### src/rtl/digit_scan_controller_pkg.sv
// Shared types and constants for the 4-digit display scan controller.
package display_pkg;
  typedef enum logic {IDLE, SCAN} state_t;

  localparam int         NUM_DIGITS  = 4;
  localparam int         NUM_PHASES  = 8;
  localparam logic [2:0] GUARD_PHASE = 3'd7;
endpackage

### src/rtl/digit_scan_controller_if.sv
// Control inputs and display outputs of the digit scan controller.
interface digit_scan_if;
  import display_pkg::*;

  logic                      enable;
  logic [NUM_DIGITS*4-1:0]   digit_values;
  logic [NUM_DIGITS-1:0]     blank_mask;
  logic [2:0]                brightness;
  logic [1:0]                digit_sel;
  logic [3:0]                digit_bcd;
  logic                      digit_on;
  logic                      frame_done;

  modport master (output enable, digit_values, blank_mask, brightness,
                  input  digit_sel, digit_bcd, digit_on, frame_done);
  modport slave  (input  enable, digit_values, blank_mask, brightness,
                  output digit_sel, digit_bcd, digit_on, frame_done);
endinterface

### src/rtl/digit_scan_controller_prescaler.sv
// Free-running STEP_CYCLES divider with synchronous clear; reusable for colon blink.
module scan_prescaler #(
  parameter int STEP_CYCLES = 12500
) (
  input  logic clk,
  input  logic reset,
  input  logic clr,
  output logic step_tick
);
  localparam int CW = (STEP_CYCLES > 1) ? $clog2(STEP_CYCLES) : 1;

  logic [CW-1:0] step_cnt;

  assign step_tick = (step_cnt == CW'(STEP_CYCLES - 1));

  always_ff @(posedge clk) begin
    if (reset || clr)   step_cnt <= '0;
    else if (step_tick) step_cnt <= '0;
    else                step_cnt <= step_cnt + 1'b1;
  end
endmodule

### src/rtl/digit_scan_controller.sv
// Digit multiplex scheduler: slot/phase counters, frame-latched shadows, PWM gating.
module digit_scan_controller
  import display_pkg::*;
#(
  parameter int STEP_CYCLES = 12500
) (
  input  logic         clk,
  input  logic         reset,
  digit_scan_if.slave  scan
);
  state_t                      state_q, state_d;
  logic [1:0]                  slot_q, slot_d;
  logic [2:0]                  phase_q, phase_d;
  logic [NUM_DIGITS-1:0][3:0]  sh_val_q, sh_val_d;
  logic [NUM_DIGITS-1:0]       sh_blank_q, sh_blank_d;
  logic [2:0]                  sh_bright_q, sh_bright_d;
  logic                        frame_d, on_d, step_tick, pre_clr;
  logic [1:0]                  sel_r;
  logic [3:0]                  bcd_r;
  logic                        on_r, frame_r;

  // Prescaler held clear in IDLE and on the start edge so phase 0 gets a full step.
  assign pre_clr = !(state_q == SCAN && scan.enable);

  scan_prescaler #(.STEP_CYCLES(STEP_CYCLES)) u_pre (
    .clk       (clk),
    .reset     (reset),
    .clr       (pre_clr),
    .step_tick (step_tick)
  );

  always_comb begin
    state_d     = state_q;
    slot_d      = slot_q;
    phase_d     = phase_q;
    sh_val_d    = sh_val_q;
    sh_blank_d  = sh_blank_q;
    sh_bright_d = sh_bright_q;
    frame_d     = 1'b0;
    case (state_q)
      IDLE: begin
        slot_d  = '0;
        phase_d = '0;
        if (scan.enable) begin
          state_d     = SCAN;
          sh_val_d    = scan.digit_values;
          sh_blank_d  = scan.blank_mask;
          sh_bright_d = scan.brightness;
        end
      end
      SCAN: begin
        if (!scan.enable) begin
          state_d = IDLE;
          slot_d  = '0;
          phase_d = '0;
        end else if (step_tick) begin
          if (phase_q == GUARD_PHASE) begin
            phase_d = '0;
            slot_d  = slot_q + 2'd1;
            // Frame wrap: inputs only take effect here, so a frame never tears.
            if (slot_q == 2'(NUM_DIGITS - 1)) begin
              frame_d     = 1'b1;
              sh_val_d    = scan.digit_values;
              sh_blank_d  = scan.blank_mask;
              sh_bright_d = scan.brightness;
            end
          end else begin
            phase_d = phase_q + 3'd1;
          end
        end
      end
      default: state_d = IDLE;
    endcase
    on_d = (state_d == SCAN) && !sh_blank_d[slot_d] &&
           (phase_d <= sh_bright_d) && (phase_d != GUARD_PHASE);
  end

  always_ff @(posedge clk) begin
    if (reset) begin
      state_q     <= IDLE;
      slot_q      <= '0;
      phase_q     <= '0;
      sh_val_q    <= '0;
      sh_blank_q  <= '0;
      sh_bright_q <= '0;
      sel_r       <= '0;
      bcd_r       <= '0;
      on_r        <= 1'b0;
      frame_r     <= 1'b0;
    end else begin
      state_q     <= state_d;
      slot_q      <= slot_d;
      phase_q     <= phase_d;
      sh_val_q    <= sh_val_d;
      sh_blank_q  <= sh_blank_d;
      sh_bright_q <= sh_bright_d;
      sel_r       <= slot_d;
      bcd_r       <= sh_val_d[slot_d];
      on_r        <= on_d;
      frame_r     <= frame_d;
    end
  end

  assign scan.digit_sel  = sel_r;
  assign scan.digit_bcd  = bcd_r;
  assign scan.digit_on   = on_r;
  assign scan.frame_done = frame_r;
endmodule

### src/flat_wrapper.sv
// flat-port wrapper written by rule: the top's interface ports become plain ports
module digit_scan_controller_flat import display_pkg::*;
#(
  parameter int STEP_CYCLES = 12500
)
  (clk, reset, scan_enable, scan_digit_values, scan_blank_mask, scan_brightness, scan_digit_sel, scan_digit_bcd, scan_digit_on, scan_frame_done);
  digit_scan_if scan_i ();
  input  logic clk;
  input  logic reset;
  input wire logic [$bits(scan_i.enable)-1:0] scan_enable;
  input wire logic [$bits(scan_i.digit_values)-1:0] scan_digit_values;
  input wire logic [$bits(scan_i.blank_mask)-1:0] scan_blank_mask;
  input wire logic [$bits(scan_i.brightness)-1:0] scan_brightness;
  output wire logic [$bits(scan_i.digit_sel)-1:0] scan_digit_sel;
  output wire logic [$bits(scan_i.digit_bcd)-1:0] scan_digit_bcd;
  output wire logic [$bits(scan_i.digit_on)-1:0] scan_digit_on;
  output wire logic [$bits(scan_i.frame_done)-1:0] scan_frame_done;
  assign scan_i.enable = scan_enable;
  assign scan_i.digit_values = scan_digit_values;
  assign scan_i.blank_mask = scan_blank_mask;
  assign scan_i.brightness = scan_brightness;
  assign scan_digit_sel = scan_i.digit_sel;
  assign scan_digit_bcd = scan_i.digit_bcd;
  assign scan_digit_on = scan_i.digit_on;
  assign scan_frame_done = scan_i.frame_done;
  digit_scan_controller #(.STEP_CYCLES(STEP_CYCLES)) u_core (.clk(clk), .reset(reset), .scan(scan_i));
endmodule
### config.mk
export PLATFORM = sky130hd
export DESIGN_NAME = digit_scan_controller_flat
export DESIGN_NICKNAME = d
export VERILOG_FILES = /design/src/rtl/digit_scan_controller_pkg.sv /design/src/rtl/digit_scan_controller_if.sv /design/src/rtl/digit_scan_controller_prescaler.sv /design/src/rtl/digit_scan_controller.sv /design/src/flat_wrapper.sv
export SDC_FILE = /design/constraint.sdc
export NUM_CORES = 1
export LEC_CHECK = 0
export CAP_MARGIN = 20
export CORE_ASPECT_RATIO = 0.8
export CORE_UTILIZATION = 45
export CTS_CLUSTER_SIZE = 24
export DETAILED_ROUTE_END_ITERATION = 8
export PLACE_DENSITY = 0.71
export SLEW_MARGIN = 10
export SYNTH_ARGS = -nofsm -noshare
export SYNTH_HDL_FRONTEND = slang
export SYNTH_SLANG_ARGS = --single-unit
### constraint.sdc
create_clock -name clk -period 3.7 [get_ports clk]
set_input_delay 0.555 -clock clk [delete_from_list [all_inputs] [get_ports clk]]
set_output_delay 0.555 -clock clk [all_outputs]
set_load 0.01 [all_outputs]
## Word level (Yosys, flattened, before mapping)

Cells that the tools add are included.

| storage, ports and cells | value |
|---|---|
| register bits | 49 |
| bits in latches | 0 |
| memory bits (writable) | 0 |
| ROM bits | 0 |
| input port bits | 26 |
| output and inout port bits | 8 |
| memories kept | 0 |

| operators by class | value |
|---|---|
| add/sub/neg operators | 3 |
| multipliers | 0 |
| divide/modulo/power cells | 0 |
| $lt $le $gt $ge | 2 |
| equal/unequal tests | 4 |
| shift operators | 0 |
| muxes and demuxes | 32 |
| bitwise gates (word level) | 4 |
| reductions and logical operators | 9 |

Operators by type and width:

| cell | number |
|---|---|
| 16-bit 2-to-1 mux | 5 |
| 16-bit case mux with 2 select lines | 1 |
| 3-bit 2-to-1 mux | 8 |
| 4-bit 2-to-1 mux | 6 |
| 14-bit by 1-bit adder with 14-bit output (second input constant) | 1 |
| 14-bit == test (second input constant) | 1 |
| 3-bit case mux with 2 select lines | 2 |
| 4-bit binary-select mux with 2-bit select | 1 |
| 4-bit case mux with 2 select lines | 1 |
| 2-bit 2-to-1 mux | 3 |
| 5-bit OR reduction | 1 |
| 1-bit logical AND | 4 |
| 1-bit NOT | 4 |
| 2-bit case mux with 2 select lines | 1 |
| 3-bit by 1-bit adder with 3-bit output (second input constant) | 1 |
| 3-bit == test (second input constant) | 1 |
| 3-bit less-or-equal comparator | 1 |
| 2-bit by 3-bit < comparator with 1-bit output (second input constant) | 1 |
| 1-bit 2-to-1 mux | 3 |
| 3-bit inequality test (second input constant) | 1 |
| 2-bit by 1-bit adder with 2-bit output (second input constant) | 1 |
| 1-bit binary-select mux with 2-bit select | 1 |
| 2-bit == test (second input constant) | 1 |
| 1-bit zero test | 2 |
| other kinds (2) | 2 |

## Logic depth before layout (Yosys ltp)

| logic depth | value |
|---|---|
| depth after elaboration | 12 |
| mapped depth | 15 |
| gate-level depth less buffers | 12 |

## Cells and area by module

A second synthesis with hierarchy kept.

| unflattened totals | value |
|---|---|
| cell total of the unflattened synthesis | 255 |
| area, all modules | 2,343.5 um2 |

By module, submodules not included:

| module | times used | cells an instance | area an instance (um2) | sequential area each (um2) |
|---|---|---|---|---|
| digit_scan_controller | 1 | 182 | 1,709.1 | 700.7 |
| scan_prescaler | 1 | 73 | 634.4 | 280.3 |

## Worst setup path before layout

OpenSTA, ideal clock, no wires.

| timing | value |
|---|---|
| path type | register -> register |
| from | register u_core.u_pre.step_cnt[0] |
| to | register u_core.on_r (netlist: u_core.scan.digit_on) |
| library setup time | 0.095 ns |
| arrival | 3.781 ns |
| required time | 3.605 ns |
| slack | -0.176 ns |
| cell stages (with the launch flop) | 15 |
| clock period less this slack | 3.876 ns |
| cells stage by stage | dfxtp_1 -> ha_1 -> or4b_4 -> or4_1 -> buf_6 -> a2bb2oi_2 -> buf_6 -> buf_12 -> mux2i_1 -> ha_1 -> a211oi_1 -> o21ai_0 -> a311o_1 -> or4_1 -> o311ai_1 |

| between the ends | value |
|---|---|
| longest elaborated chain between the ends | 10 |
| elaborated cells on any way between the ends | 21 |
| classes of those cells | order compare (1); eq/ne (2); mux (14); reduce/logical (4) |

RTL lines:

| element | line | text |
|---|---|---|
| start: declaration | digit_scan_controller_prescaler.sv:12 | `logic [CW-1:0] step_cnt;` |
| start signal: assignment | digit_scan_controller_prescaler.sv:19 | `else step_cnt <= step_cnt + 1'b1;` |
| 14-bit == test * | digit_scan_controller_prescaler.sv:14 | `assign step_tick = (step_cnt == CW'(STEP_CYCLES - 1));` |
| 4-bit 2-to-1 mux / 2-bit 2-to-1 mux (equally long branches) | digit_scan_controller.sv:56 | `end else if (step_tick) begin` |
| 4-bit 2-to-1 mux / 2-bit 2-to-1 mux (equally long branches) | digit_scan_controller.sv:52 | `if (!scan.enable) begin` |
| 4-bit case mux with 2 select lines / 2-bit case mux with 2 select lines (equally long branches) | digit_scan_controller.sv:40 | `case (state_q)` |
| 1-bit binary-select mux with 2-bit select | digit_scan_controller.sv:74 | `on_d = (state_d == SCAN) && !sh_blank_d[slot_d] &&` |
| 1-bit 2-to-1 mux (implied by the code) | digit_scan_controller.sv:74 |  |
| 1-bit zero test | digit_scan_controller.sv:74 |  |
| 1-bit logical AND (2 in a row) | digit_scan_controller.sv:74 |  |
| 1-bit logical AND * | digit_scan_controller.sv:75 | `(phase_d <= sh_bright_d) && (phase_d != GUARD_PHASE);` |
| end signal: assignment | digit_scan_controller.sv:99 | `on_r <= on_d;` |
| end: declaration | digit_scan_controller.sv:20 | `logic on_r, frame_r;` |

Every way passes the cells marked *; elsewhere a longest branch is shown, timed or not. The select of a mux whose other input is x is not followed.
A chain may end at the register's enable or synchronous reset.

## Worst setup path in the final report

| timing | value |
|---|---|
| from | register u_core.u_pre.step_cnt[0] |
| to | register u_core.on_r (netlist: u_core.scan.digit_on) |

| between the ends | value |
|---|---|
| elaborated cells on any way between the ends | 21 |
| classes of those cells | order compare (1); eq/ne (2); mux (14); reduce/logical (4) |

RTL lines:

| element | line | text |
|---|---|---|
| 14-bit == test | digit_scan_controller_prescaler.sv:14 |  |
| 3-bit 2-to-1 mux | digit_scan_controller.sv:56 |  |
| 3-bit 2-to-1 mux | digit_scan_controller.sv:52 |  |
| 3-bit case mux with 2 select lines | digit_scan_controller.sv:40 |  |
| named net u_core.sh_bright_d[0] | digit_scan_controller.sv:16 | `logic [2:0] sh_bright_q, sh_bright_d;` |
| 3-bit less-or-equal comparator | digit_scan_controller.sv:75 |  |
| 1-bit logical AND | digit_scan_controller.sv:74 |  |
| 1-bit logical AND | digit_scan_controller.sv:75 |  |

The timed path passes the listed nets, and every way through them passes these cells. The select of a mux whose other input is x is not followed.

==> results.yml <==
global_routing:
  gr-usage-all-layers_pct: 17.7
  grt_pass1_vias: 1656
  grt_antenna_before_repair: 0
  grt_overflow: 0
  grt_pass1_wl_mm: 7.87
  grt_max_degree: 33
final_layout:
  syn_to_final_growth_pct: 23.7
  finalNonFillerCells: 349
  diodes: 0
  final_cell_area_mm2: 0.00294
  n_fill_cell: 436
  fin_nets: 319
  final_common_cell: "dfxtp_1"
  mostFrequentLayoutCells: "47 x dfxtp_1, 45 x nor2_1, 33 x mux2i_1, 33 x clkdlybuf4s50_1, 14 x nand3_1"
  drive_above_1_share_pct: 13.9
die:
  rows: 23
  die-width_um: 83.3
  core_area_mm2: 0.00504
  ioPinCount: 34
  die_y_um: 67.0
  start_util_pct: 47.2
  dieArea_mm2: 0.00558
power_and_ir_drop:
  power_switching_mw: 0.239
  p_leak_nw: 1.25
  netSwitchingFraction_pct: 24.2
  p_per_area_mw_per_mm2: 336
  p_int_mw: 0.749
  clkPwrFrac_pct: 31.4
  power_frac_seq_pct: 56.0
  vdd_drop_max_uv: 202
  pwr-share-comb_pct: 12.6
hold_path:
  hold_class: "flop to flop"
sta:
  tightest_slew_ns: 0.562
  drv_slew: 0
  grt_setup_unrepaired: "true"
  setup_ws_ns: 0.0891
  setup_viol: 0
  period_share_pct: 97.6
  clock_skew_ns: 0.00987
  slew_headroom_pct: 61.5
  hold_viol_final: 0
  finalCriticalPeriod_ns: 3.61
  fmax_ghz: 0.277
placement:
  hpwlAfterDp_mm: 3.58
  io_buffers: 33
  routabilityCongestion: 0.801
  dpl_cell_area_mm2: 0.00278
  dp_slack_ns: 0.120
  place_inst: 336
worst_setup_path:
  crit_type: "flop to flop"
  critical_path.top_delay_family: "simple AND/OR/NAND/NOR gates"
  cp.required_ns: 3.91
  worstPathArrival_ns: 3.82
  cpPeakStageDelay_ns: 0.60
  cpMaxStageDelayCell: "or4_4"
  cp-end-kind: "flop"
  critPathLaunchType: "flop"
  worst-path-buf-inv: 0
  path_cells: "ha_4 -> or4b_4 -> or4_4 -> a2bb2oi_4 -> mux2_4 -> ha_4 -> nand3_1 -> o21ai_1 -> o21ai_1 -> a311o_1 -> or4_4 -> o311ai_2"
  cp_max_fo: 5
logic_synthesis:
  synth_top_flop_cell: "dfxtp_1"
  yosysWarnings: 0
  netlist_area_mm2: 0.00238
  avgSynthCellArea_um2: 9.70
  seq_area_frac_synth_pct: 41.3
  synth-simple-area-share_pct: 20.1
  yosys.area_share.xor_xnor_pct: 4.37
  synth_top_family_by_area: "simple AND/OR/NAND/NOR gates"
  synth_cell_types: 46
  async_flop_share_pct: 0
  synth-compound-area-share_pct: 9.53
  synth.ff_latch_count: 49
  synth_nets: 278
  synth_mux_area_share_pct: 17.2
  synth_cells: 245
  synth_edf_count: 0
  synthAdderAreaFrac_pct: 3.68
job:
  cap_violations: 0
routing:
  drt-pass1-iter-count: 4
  antenna_left: 0
  drtIter0Drc: 111
  vias_per_cell: 5.32
  drc: 0
  wl_per_cell_um: 14.0
  vias: 1858
  postRouteWirelength_mm: 4.90
clock_tree:
  clock_path_buffers: 2
  cts_tree: "built"
  cts_inserted_buffers: 5
  clock_latency_ns: 0.30
  root_buffer: "clkbuf_8"
  h-tree-depth: 2
  clkSlewWorstSetupHoldPaths_ns: 0.09
  cts.sinks: 49
outcome:
  status: "finished clean"
## cell type report
type	instances	area [µm²]	share of cell area (%)
Clock buffer	7	76.3	2.59
Tap cell	62	77.6	2.64
Sequential cell	49	988	33.6
Inverter	3	11.3	0.383
Timing Repair Buffer	44	413	14.0
Multi-Input combinational cell	183	1370	46.5
Clock inverter	1	7.51	0.255
## metrics by stage
step	hold WS, ns	total power, mW	utilization (%)	setup TNS (ns)
finish	0.452	0.989	58.4	0
CTS	0.473	0.992	56.9	0
global route	0.467	1.03	58.4	-0.0517
global placement	0.443	0.682	55.3	0
detailed placement	0.460	0.684	55.3	0
floorplan	0.433	0.635	-	0
## flip-flops by register name, summed over array words and instances, names as in the netlist
signal / count
u_core.phase_q: 3
u_core.scan.digit_bcd: 4
u_core.scan.digit_on: 1
u_core.scan.frame_done: 1
u_core.sh_blank_q: 4
u_core.sh_bright_q: 3
u_core.sh_val_q: 16
u_core.slot_q: 2
u_core.state_q: 1
u_core.u_pre.step_cnt: 14
## worst reg2reg max path: stages, from the launching register on
cell and delay [ns]:
dfxtp_4 0.38, ha_4 0.13, or4b_4 0.47, or4_4 0.60, a2bb2oi_4 0.22, mux2_4 0.34, ha_4 0.26, nand3_1 0.06
o21ai_1 0.09, o21ai_1 0.09, a311o_1 0.35, or4_4 0.44, o311ai_2 0.09
## cell usage after synthesis, types with 2 or more instances
library cell / instances / share of area (%)
inv_1: 3 / 0.47
and3_2: 3 / 0.95
nor2b_1: 2 / 0.53
or4_1: 2 / 0.63
mux2i_1: 34 / 14
a221o_1: 3 / 1.3
nand2_1: 12 / 1.9
xnor2_1: 4 / 1.5
buf_6: 2 / 0.95
dfxtp_1: 49 / 41
mux2_1: 2 / 0.95
nor2_1: 45 / 7.1
or3_1: 2 / 0.53
mux2_2: 2 / 0.95
o21ai_0: 8 / 1.7
clkbuf_1: 4 / 0.63
buf_2: 2 / 0.42
nor3_1: 3 / 0.63
ha_1: 7 / 3.7
xor2_1: 6 / 2.2
and3_1: 4 / 1.1
nand3_1: 14 / 2.9
and2_1: 3 / 0.79
a221oi_1: 3 / 1.1
a21oi_1: 3 / 0.63
a31oi_1: 3 / 0.79
## timing repair
item,in CTS,in global routing
buffers inserted,0,5
hold buffers,0,0
endpoints found under the setup margin,0,1
resized for setup,0,8
## kinds of logic (layout without fill, tap and decap cells)
family / count (synthesis) / after routing
flops: 49 / 49
xor+xnor: 11 / 11
buf+inv: 13 / 55
compound gates: 30 / 30
mux: 39 / 39
simple gates: 96 / 96
fa+ha+maj: 7 / 7
## routing by layer
metal | global-route usage, % | up-vias | part of all wire [%]
li1 | - | 957 | -
met5 | 0 | - | 0
met2 | 26.6 | 24 | 43
met3 | 4.09 | 2 | 3.0
met1 | 25.8 | 875 | 54
met4 | 3.45 | 0 | 0.14
## final timing paths
kind / start / cells past startpoint / slack [ns] / to
worst max-delay path: u_core.u_pre.step_cnt[0] / 12 / 0.09 / u_core.scan.digit_on
worst min-delay path: u_core.u_pre.step_cnt[0] / 1 / 0.45 / u_core.u_pre.step_cnt[0]
worst max register to register: u_core.u_pre.step_cnt[0] / 12 / 0.09 / u_core.scan.digit_on
worst min register to register: u_core.u_pre.step_cnt[0] / 1 / 0.45 / u_core.u_pre.step_cnt[0]
## power by group through the flow
stage | clock [mW] | sequential, mW | combinational, mW
6_report | 0.310 | 0.554 | 0.125
2_1_floorplan | 0 | 0.567 | 0.0677
5_1_grt | 0.341 | 0.556 | 0.136
4_1_cts | 0.320 | 0.555 | 0.117
3_3_place_gp | 0 | 0.567 | 0.115
3_5_place_dp | 0 | 0.568 | 0.117
Note: power is estimated with default switching activity, not from simulation.
